File: src/rtl/interleave_pingpong_ctrl.sv
// interleave_pingpong_ctrl
// Ping-pong frame buffer applying the turbo decoder's 8-symbol block
// permutation at full stream rate. Each of the two banks tracks its own
// EMPTY/FILLING/FULL/DRAINING state. The writer fills one bank while the
// reader drains the other.
// Optional feature macro: INTERLEAVER_DEINT_EN enables per-frame deinterleave
// mode (inverse table Q). Without it, only the interleave table P is used.
module interleave_pingpong_ctrl #(
   parameter int W     = 8,
   parameter int CNT_W = 16
) (
   input  logic             clk_p_i,
   input  logic             reset_p_i,
   input  logic             in_valid_i,
   output logic             in_ready_o,
   input  logic [W-1:0]     in_data_i,
   input  logic             mode_i,
   output logic             out_valid_o,
   input  logic             out_ready_i,
   output logic [W-1:0]     out_data_o,
   output logic             out_last_o,
   output logic             out_mode_o,
   output logic [CNT_W-1:0] frame_cnt_o
);

   typedef enum logic [1:0] {
      B_EMPTY    = 2'd0,
      B_FILLING  = 2'd1,
      B_FULL     = 2'd2,
      B_DRAINING = 2'd3
   } bank_st_e;

   // Interleave table: output k takes input P[k]
   function automatic logic [2:0] perm_p(input logic [2:0] k);
      case (k)
         3'd0:    perm_p = 3'd0;
         3'd1:    perm_p = 3'd6;
         3'd2:    perm_p = 3'd1;
         3'd3:    perm_p = 3'd3;
         3'd4:    perm_p = 3'd4;
         3'd5:    perm_p = 3'd2;
         3'd6:    perm_p = 3'd7;
         3'd7:    perm_p = 3'd5;
         default: perm_p = 3'd0;
      endcase
   endfunction

`ifdef INTERLEAVER_DEINT_EN
   // Deinterleave table: inverse of P
   function automatic logic [2:0] perm_q(input logic [2:0] k);
      case (k)
         3'd0:    perm_q = 3'd0;
         3'd1:    perm_q = 3'd2;
         3'd2:    perm_q = 3'd5;
         3'd3:    perm_q = 3'd3;
         3'd4:    perm_q = 3'd4;
         3'd5:    perm_q = 3'd7;
         3'd6:    perm_q = 3'd1;
         3'd7:    perm_q = 3'd6;
         default: perm_q = 3'd0;
      endcase
   endfunction
`endif

   logic [W-1:0]     mem_q [2][8];
   bank_st_e         bank_st_q [2];
   logic [1:0]       full_s;
   logic             wr_bank_q, wr_bank_d;
   logic             rd_bank_q, rd_bank_d;
   logic [2:0]       wr_idx_q, wr_idx_d;
   logic [2:0]       rd_idx_q, rd_idx_d;
   logic [CNT_W-1:0] frame_cnt_q, frame_cnt_d;
   logic             wr_fire_s;
   logic             rd_fire_s;
   logic             rd_mode_s;
   logic [2:0]       rd_addr_s;

`ifdef INTERLEAVER_DEINT_EN
   logic [1:0]       mode_q;
`else
   logic             unused_mode_s;
   assign unused_mode_s = mode_i;
`endif

   // A bank is "full" from its 8th write until its 8th read
   always_comb begin
      full_s = 2'b00;
      for (int b = 0; b < 2; b++) begin
         if ((bank_st_q[b] == B_FULL) || (bank_st_q[b] == B_DRAINING)) begin
            full_s[b] = 1'b1;
         end else begin
            full_s[b] = 1'b0;
         end
      end
   end

   // Handshakes, read address through the permutation, and advance values
   always_comb begin
      wr_fire_s = in_valid_i && !full_s[wr_bank_q];
      rd_fire_s = full_s[rd_bank_q] && out_ready_i;
`ifdef INTERLEAVER_DEINT_EN
      rd_mode_s = mode_q[rd_bank_q];
      if (rd_mode_s) begin
         rd_addr_s = perm_q(rd_idx_q);
      end else begin
         rd_addr_s = perm_p(rd_idx_q);
      end
`else
      rd_mode_s = 1'b0;
      rd_addr_s = perm_p(rd_idx_q);
`endif
      wr_idx_d    = wr_idx_q + 3'd1;
      rd_idx_d    = rd_idx_q + 3'd1;
      wr_bank_d   = (wr_idx_q == 3'd7) ? ~wr_bank_q : wr_bank_q;
      rd_bank_d   = (rd_idx_q == 3'd7) ? ~rd_bank_q : rd_bank_q;
      frame_cnt_d = frame_cnt_q + {{(CNT_W-1){1'b0}}, 1'b1};
   end

   // Bank FSMs, storage, writer/reader pointers and the drained-frame counter
   always_ff @(posedge clk_p_i) begin
      if (reset_p_i) begin
         for (int b = 0; b < 2; b++) begin
            bank_st_q[b] <= B_EMPTY;
            for (int i = 0; i < 8; i++) begin
               mem_q[b][i] <= '0;
            end
         end
`ifdef INTERLEAVER_DEINT_EN
         mode_q      <= 2'b00;
`endif
         wr_bank_q   <= 1'b0;
         rd_bank_q   <= 1'b0;
         wr_idx_q    <= 3'd0;
         rd_idx_q    <= 3'd0;
         frame_cnt_q <= '0;
      end else begin
         // The writer only ever touches a non-full bank and the reader only a
         // full one, so both updates below never target the same bank.
         if (wr_fire_s) begin
            mem_q[wr_bank_q][wr_idx_q] <= in_data_i;
`ifdef INTERLEAVER_DEINT_EN
            if (wr_idx_q == 3'd0) begin
               mode_q[wr_bank_q] <= mode_i;
            end
`endif
            bank_st_q[wr_bank_q] <= (wr_idx_q == 3'd7) ? B_FULL : B_FILLING;
            wr_idx_q  <= wr_idx_d;
            wr_bank_q <= wr_bank_d;
         end
         if (rd_fire_s) begin
            bank_st_q[rd_bank_q] <= (rd_idx_q == 3'd7) ? B_EMPTY : B_DRAINING;
            rd_idx_q  <= rd_idx_d;
            rd_bank_q <= rd_bank_d;
            if (rd_idx_q == 3'd7) begin
               frame_cnt_q <= frame_cnt_d;
            end
         end
      end
   end

   assign in_ready_o  = !full_s[wr_bank_q];
   assign out_valid_o = full_s[rd_bank_q];
   assign out_data_o  = mem_q[rd_bank_q][rd_addr_s];
   assign out_last_o  = full_s[rd_bank_q] && (rd_idx_q == 3'd7);
   assign out_mode_o  = rd_mode_s;
   assign frame_cnt_o = frame_cnt_q;

endmodule

File: config.mk
export PLATFORM = sky130hd
export DESIGN_NAME = interleave_pingpong_ctrl
export DESIGN_NICKNAME = d
export VERILOG_FILES = /design/src/rtl/interleave_pingpong_ctrl.sv
export SDC_FILE = /design/constraint.sdc
export NUM_CORES = 1
export LEC_CHECK = 0
export BUFFER_PORTS_ARGS = -buffer_cell sky130_fd_sc_hd__buf_2
export CAP_MARGIN = 20
export CORE_AREA = 2 2 129 131
export DETAILED_ROUTE_END_ITERATION = 8
export DIE_AREA = 0 0 131 133
export PLACE_DENSITY_LB_ADDON = 0.12
export SLEW_MARGIN = 5
export SYNTH_ARGS = -nofsm -noshare
export SYNTH_HDL_FRONTEND = slang
export SYNTH_SLANG_ARGS = --single-unit
File: constraint.sdc
create_clock -name clk_p_i -period 2 [get_ports clk_p_i]
set_input_delay 0.2 -clock clk_p_i [delete_from_list [all_inputs] [get_ports clk_p_i]]
set_output_delay 0.2 -clock clk_p_i [all_outputs]
set_load 0.05 [all_outputs]
After elaboration in Yosys (flattened, before gate mapping)
Memories as Yosys holds them, arrays and structs flattened. A register that Yosys moved wholly into a read port is not among the register bits.
Index checks and enable logic that the tools add are counted.
- equality and inequality tests: 6
- $add $sub $neg: 3
- bitwise operators: 4
- magnitude comparators: 5
- $mul: 0
- div/mod/pow operators: 0
- reduce and logical (&&, ||, !) cells: 12
- muxes and demuxes: 35
- shifts and indexed selects: 0
- operators with widths (operator ; number):
    64-bit two-way mux ; 3
    64-bit OR reduction ; 1
    8-bit binary-select mux with 3-bit select ; 1
    8-bit demux with 3-bit select ; 1
    8-bit two-way mux ; 3
    1-bit two-way mux ; 21
    16-bit by 1-bit adder with 16-bit output, second input constant ; 1
    2-bit equality test, second input constant ; 4
    4-bit >= comparator, second input constant ; 2
    2-bit two-way mux ; 4
    3-bit inverter with 4-bit output ; 2
    3-bit by 1-bit adder with 3-bit output, second input constant ; 2
    3-bit equality test, second input constant ; 2
    3-bit two-way mux ; 2
    1-bit logical AND ; 4
    1-bit by 2-bit < comparator with 1-bit output, second input constant ; 2
    4-bit by 1-bit < comparator with 1-bit output, second input constant ; 1
    2-bit AND reduction ; 2
    2-bit OR reduction ; 2
    1-bit logical OR ; 2
    1-bit inverter ; 2
    1-bit zero test ; 1
- input bits: 13
- RAM bits: 132
- flip-flop bits (word level): 24
- bits in read-only memories: 24
- memories kept: 3
- bits in latches: 0
- logic and storage cells: 73
- output and inout bits: 28
- memory list (memory ; words ; width ; read ports ; clocked after memory_dff ; write ports ; RTL line ; RTL):
    mem_q ; 2 ; 64 ; 1 ; 1 ; 2 ; 65 ; logic [W-1:0] mem_q [2][8];
    (no name shown) ; 8 ; 3 ; 1 ; 1 ; 0 ; 35 ; case (k)
    bank_st_q ; 2 ; 2 ; 2 ; 0 ; 2 ; 66 ; bank_st_e bank_st_q [2];

Longest topological paths before layout
An unclocked memory read counts as a cell.
- depth after elaboration: 13
- gate-level depth with buffers: 9

Worst setup path after synthesis
No wires, ideal clock.
- path kind: reg2reg
- start: register wr_bank_q
- end: memory mem_q[1][24] (netlist name), enable pin
- data required time: 1.670 ns
- clock period less this slack: 2.380 ns
- path buffers: 1
- setup slack: -0.380 ns
- library setup time: 0.330 ns
- arrival time: 2.050 ns
- stages on the path, launching flop included: 6
- cells stage by stage: dfxtp_1 > buf_6 > mux2i_2 > nand2_1 > nor4b_1 > o21a_1
- RTL lines (what ; RTL line ; RTL):
    start, declared ; 68 ; logic wr_bank_q, wr_bank_d;
    start signal, assigned ; 148 ; wr_bank_q <= wr_bank_d;
    end, declared ; 65 ;

==> qor.yml <==
clock_tree:
  cts_buffer_depth: 2
  ctsHoldBuffers: 0
  clock-sinks: 158
  root_buffer: "clkbuf_16"
  numCtsBuffers: 17
  cts_tree: "done"
  worstSkewPairLatency_ns: 0.42
  clk_pin_slew_ns: 0.06
  htree_levels: 4
setup_path:
  path_class: "register to output pin"
  slowest_stage: "mux4_2"
  arrival_ns: 1.99
  crit_path_max_incr_delay_ns: 0.52
  crit_required_ns: 1.80
  crit_buf_inv: 2
  crit_family: "multiplexers"
  reg2reg_from: "bank_st_q[0][1]"
  cp-end-kind: "output pin"
  path_max_fanout: 13
  path_cells: "buf_12, mux4_2, a22oi_2, nand2_2, buf_6"
  cp-start-kind: "register"
synth:
  ys_seq_elements: 158
  avgSynthCellArea_um2: 14.7
  syn_inst: 482
  syn-cell-area_um2: 7070
  synth_nets: 502
  synth_cell_types: 52
  yosysWarningCount: 0
  synth-edff-count: 130
  async_flop_share_pct: 0
  ys_seq_area_share_pct: 63.1
  synth-main-ff-cell: "edfxtp_1"
run_status:
  violations: "negative setup slack"
  status: "complete, but fails checks"
grt:
  grt_pass1_vias: 4330
  gr-usage-all-layers_pct: 19.2
  antenna_found_initial: 0
  grt_max_degree: 33
  grt_pass1_wl_mm: 24.2
  grt_overflow: 0
finish:
  syn_to_final_growth_pct: 23.3
  fin_nets: 581
  nFillCells: 1342
  seqCellArea_um2: 4470
  multi_input_area_um2: 2610
  drive_gt1_share_pct: 33.6
  diodes: 0
power:
  p_int_w: 0.00604
  seq_power_share_pct: 48.4
  leakagePower_nw: 3.24
  powerDensity_nw_per_um2: 891
  pwr-share-clk_pct: 42.9
  power_frac_comb_pct: 8.7
  switching_share_pct: 22.3
  p_switching_w: 0.00173
  ir_drop_mv: 0.670
floorplanning:
  start_util_pct: 43.7
  die_x_um: 131
  core-area_um2: 16200
  io_pins: 41
  die_y_um: 133
  fp-row-count: 47
  fp.dieArea_um2: 17400
timing:
  hold_ws_ns: 0.100
  worst_slack_ns: -0.194
  setup_tns_ns: -1.42
  drv_slew: 0
  layout_min_cycle_time_ns: 2.19
  slew_headroom_pct: 59.0
  min_period_over_period_pct: 110
  finalHoldViolCount: 0
  setup_viol: 8
  clock_skew_ns: 0.00417
  grt_setup_unrepaired: "yes"
  max_freq_ghz: 0.456
  tightestPinTransition_ns: 0.615
job:
  drv_cap: 0
detailed_routing:
  drt_first_pass_iters: 4
  drc_errors: 0
  drt_first_iter_violations: 277
  wire_per_inst_um: 19.4
  via_per_inst: 5.29
  ant_nets: 0
  drt_wl_total_mm: 15.4
  routed-via-count: 4202
placed_design:
  io_buffers: 38
  gp_congestion: 0.771
  hpwl_mm: 10.6
worst_hold_path:
  hp-class: "input pin to register"
  hp-start: "in_valid_i"
synth_stat cells, drive strengths merged, types with 8 or more instances:
| cell type | number | share of area [%] |
|---|---|---|
| mux4 | 32 | 10 |
| nand2 | 23 | 1.3 |
| buf | 11 | 0.94 |
| a22oi | 16 | 1.7 |
| nor3 | 10 | 1.3 |
| xor2 | 8 | 0.99 |
| or2 | 9 | 0.80 |
| a21oi | 11 | 0.78 |
| edfxtp | 130 | 55 |
| nor2 | 24 | 1.3 |
| dfxtp | 28 | 7.9 |
| nand3 | 13 | 0.92 |
| and2 | 74 | 6.5 |
| o21ai | 8 | 0.57 |
| clkbuf | 13 | 0.69 |
stage by stage:
stage | setup WS (ns) | power [W] | utilization (%) | std cells | area, um^2
floorplan | -0.00110 | 0.00419 | - | 482 | 7130
global placement | 0.0701 | 0.00444 | 49.3 | 761 | 7970
detailed placement | 0.0404 | 0.00446 | 49.3 | 761 | 7970
CTS | -0.241 | 0.00782 | 53.6 | 793 | 8670
global route | -0.266 | 0.00802 | 53.9 | 794 | 8720
finish | -0.194 | 0.00777 | 53.9 | 794 | 8720
cells by family (layout without fill, tap and decap cells):
kind of cell	count (synthesis)	count (layout)	synth area share, %
AO/OA/AOI/OAI	46	46	4.28
XOR/XNOR	11	11	1.36
adder cells (fa/ha/maj)	7	7	1.24
buffers and inverters	28	120	1.88
flip-flops	158	158	63.1
multiplexers	39	39	11.3
other	1	1	0.0530
AND/OR/NAND/NOR	192	192	16.8
state kept, by name, summed over array words and instances (netlist names), named ones only:
| signal | flops |
|---|---|
| rd_idx_q | 3 |
| frame_cnt_o | 16 |
| rd_bank_q | 1 |
| wr_idx_q | 3 |
| bank_st_q | 2 |
| wr_bank_q | 1 |
| rd_addr_s | 3 |
| mem_q | 128 |
worst paths after layout:
kind / endpoint / slack, ns / cells after the start
setup / recovery: out_data_o[2] / -0.19 / 5
hold / removal: wr_idx_q[1] / 0.10 / 3
setup reg to reg: mem_q[0][41] / 0.08 / 4
hold reg to reg: frame_cnt_o[15] / 0.48 / 2
cell type report:
class | instances | share of cell area, %
flip-flops and latches | 158 | 51.3
multi-input cells | 296 | 30.0
repair buffers | 84 | 8.46
clock buffers | 19 | 4.96
well taps | 220 | 3.16
clock inverters | 13 | 1.97
inverters | 4 | 0.230
worst min-delay path, cell delays in order:
cell and delay [ns]:
buf_2 0.14, nand3_1 0.08, a21oi_1 0.05
layout by cell type, fill, tap and decap left out, types with 5 or more instances in the layout:
cell type,instances
a22oi_2,15
or3_1,7
mux2i_1,5
nor2_1,24
edfxtp_1,130
buf_2,29
nand3_1,13
clkbuf_16,17
o21ai_0,8
dfxtp_1,25
buf_6,6
buf_4,36
and2_1,74
nand2_2,8
and3_1,5
mux4_2,32
ha_1,6
nand2_1,13
xor2_1,8
buf_12,12
or2_1,5
nor3_1,6
a21oi_1,11
per-layer routing:
layer	vias up	share of wire [%]	routed length (um)	GRT usage [%]
li1	1988	-	-	-
met1	2119	44	6750	25.3
met2	75	52	7980	31.9
met3	20	2.9	447	3.60
met4	0	1.6	241	6.21
met5	-	0	0	0
repair_timing:
item                       in CTS  in global routing
pin swaps                       3                  4
setup endpoints to repair       8                 27
gates resized for setup        27                 11
buffers inserted                0                  1
power by group through the flow:
stage	logic, W	clock network, W	registers [W]
floorplan	0.000383	0	0.00380
global placement	0.000619	0	0.00382
detailed placement	0.000625	0	0.00383
CTS	0.000672	0.00338	0.00376
global route	0.000722	0.00352	0.00377
finish	0.000674	0.00333	0.00376
Power figures use the tool's default switching activity.
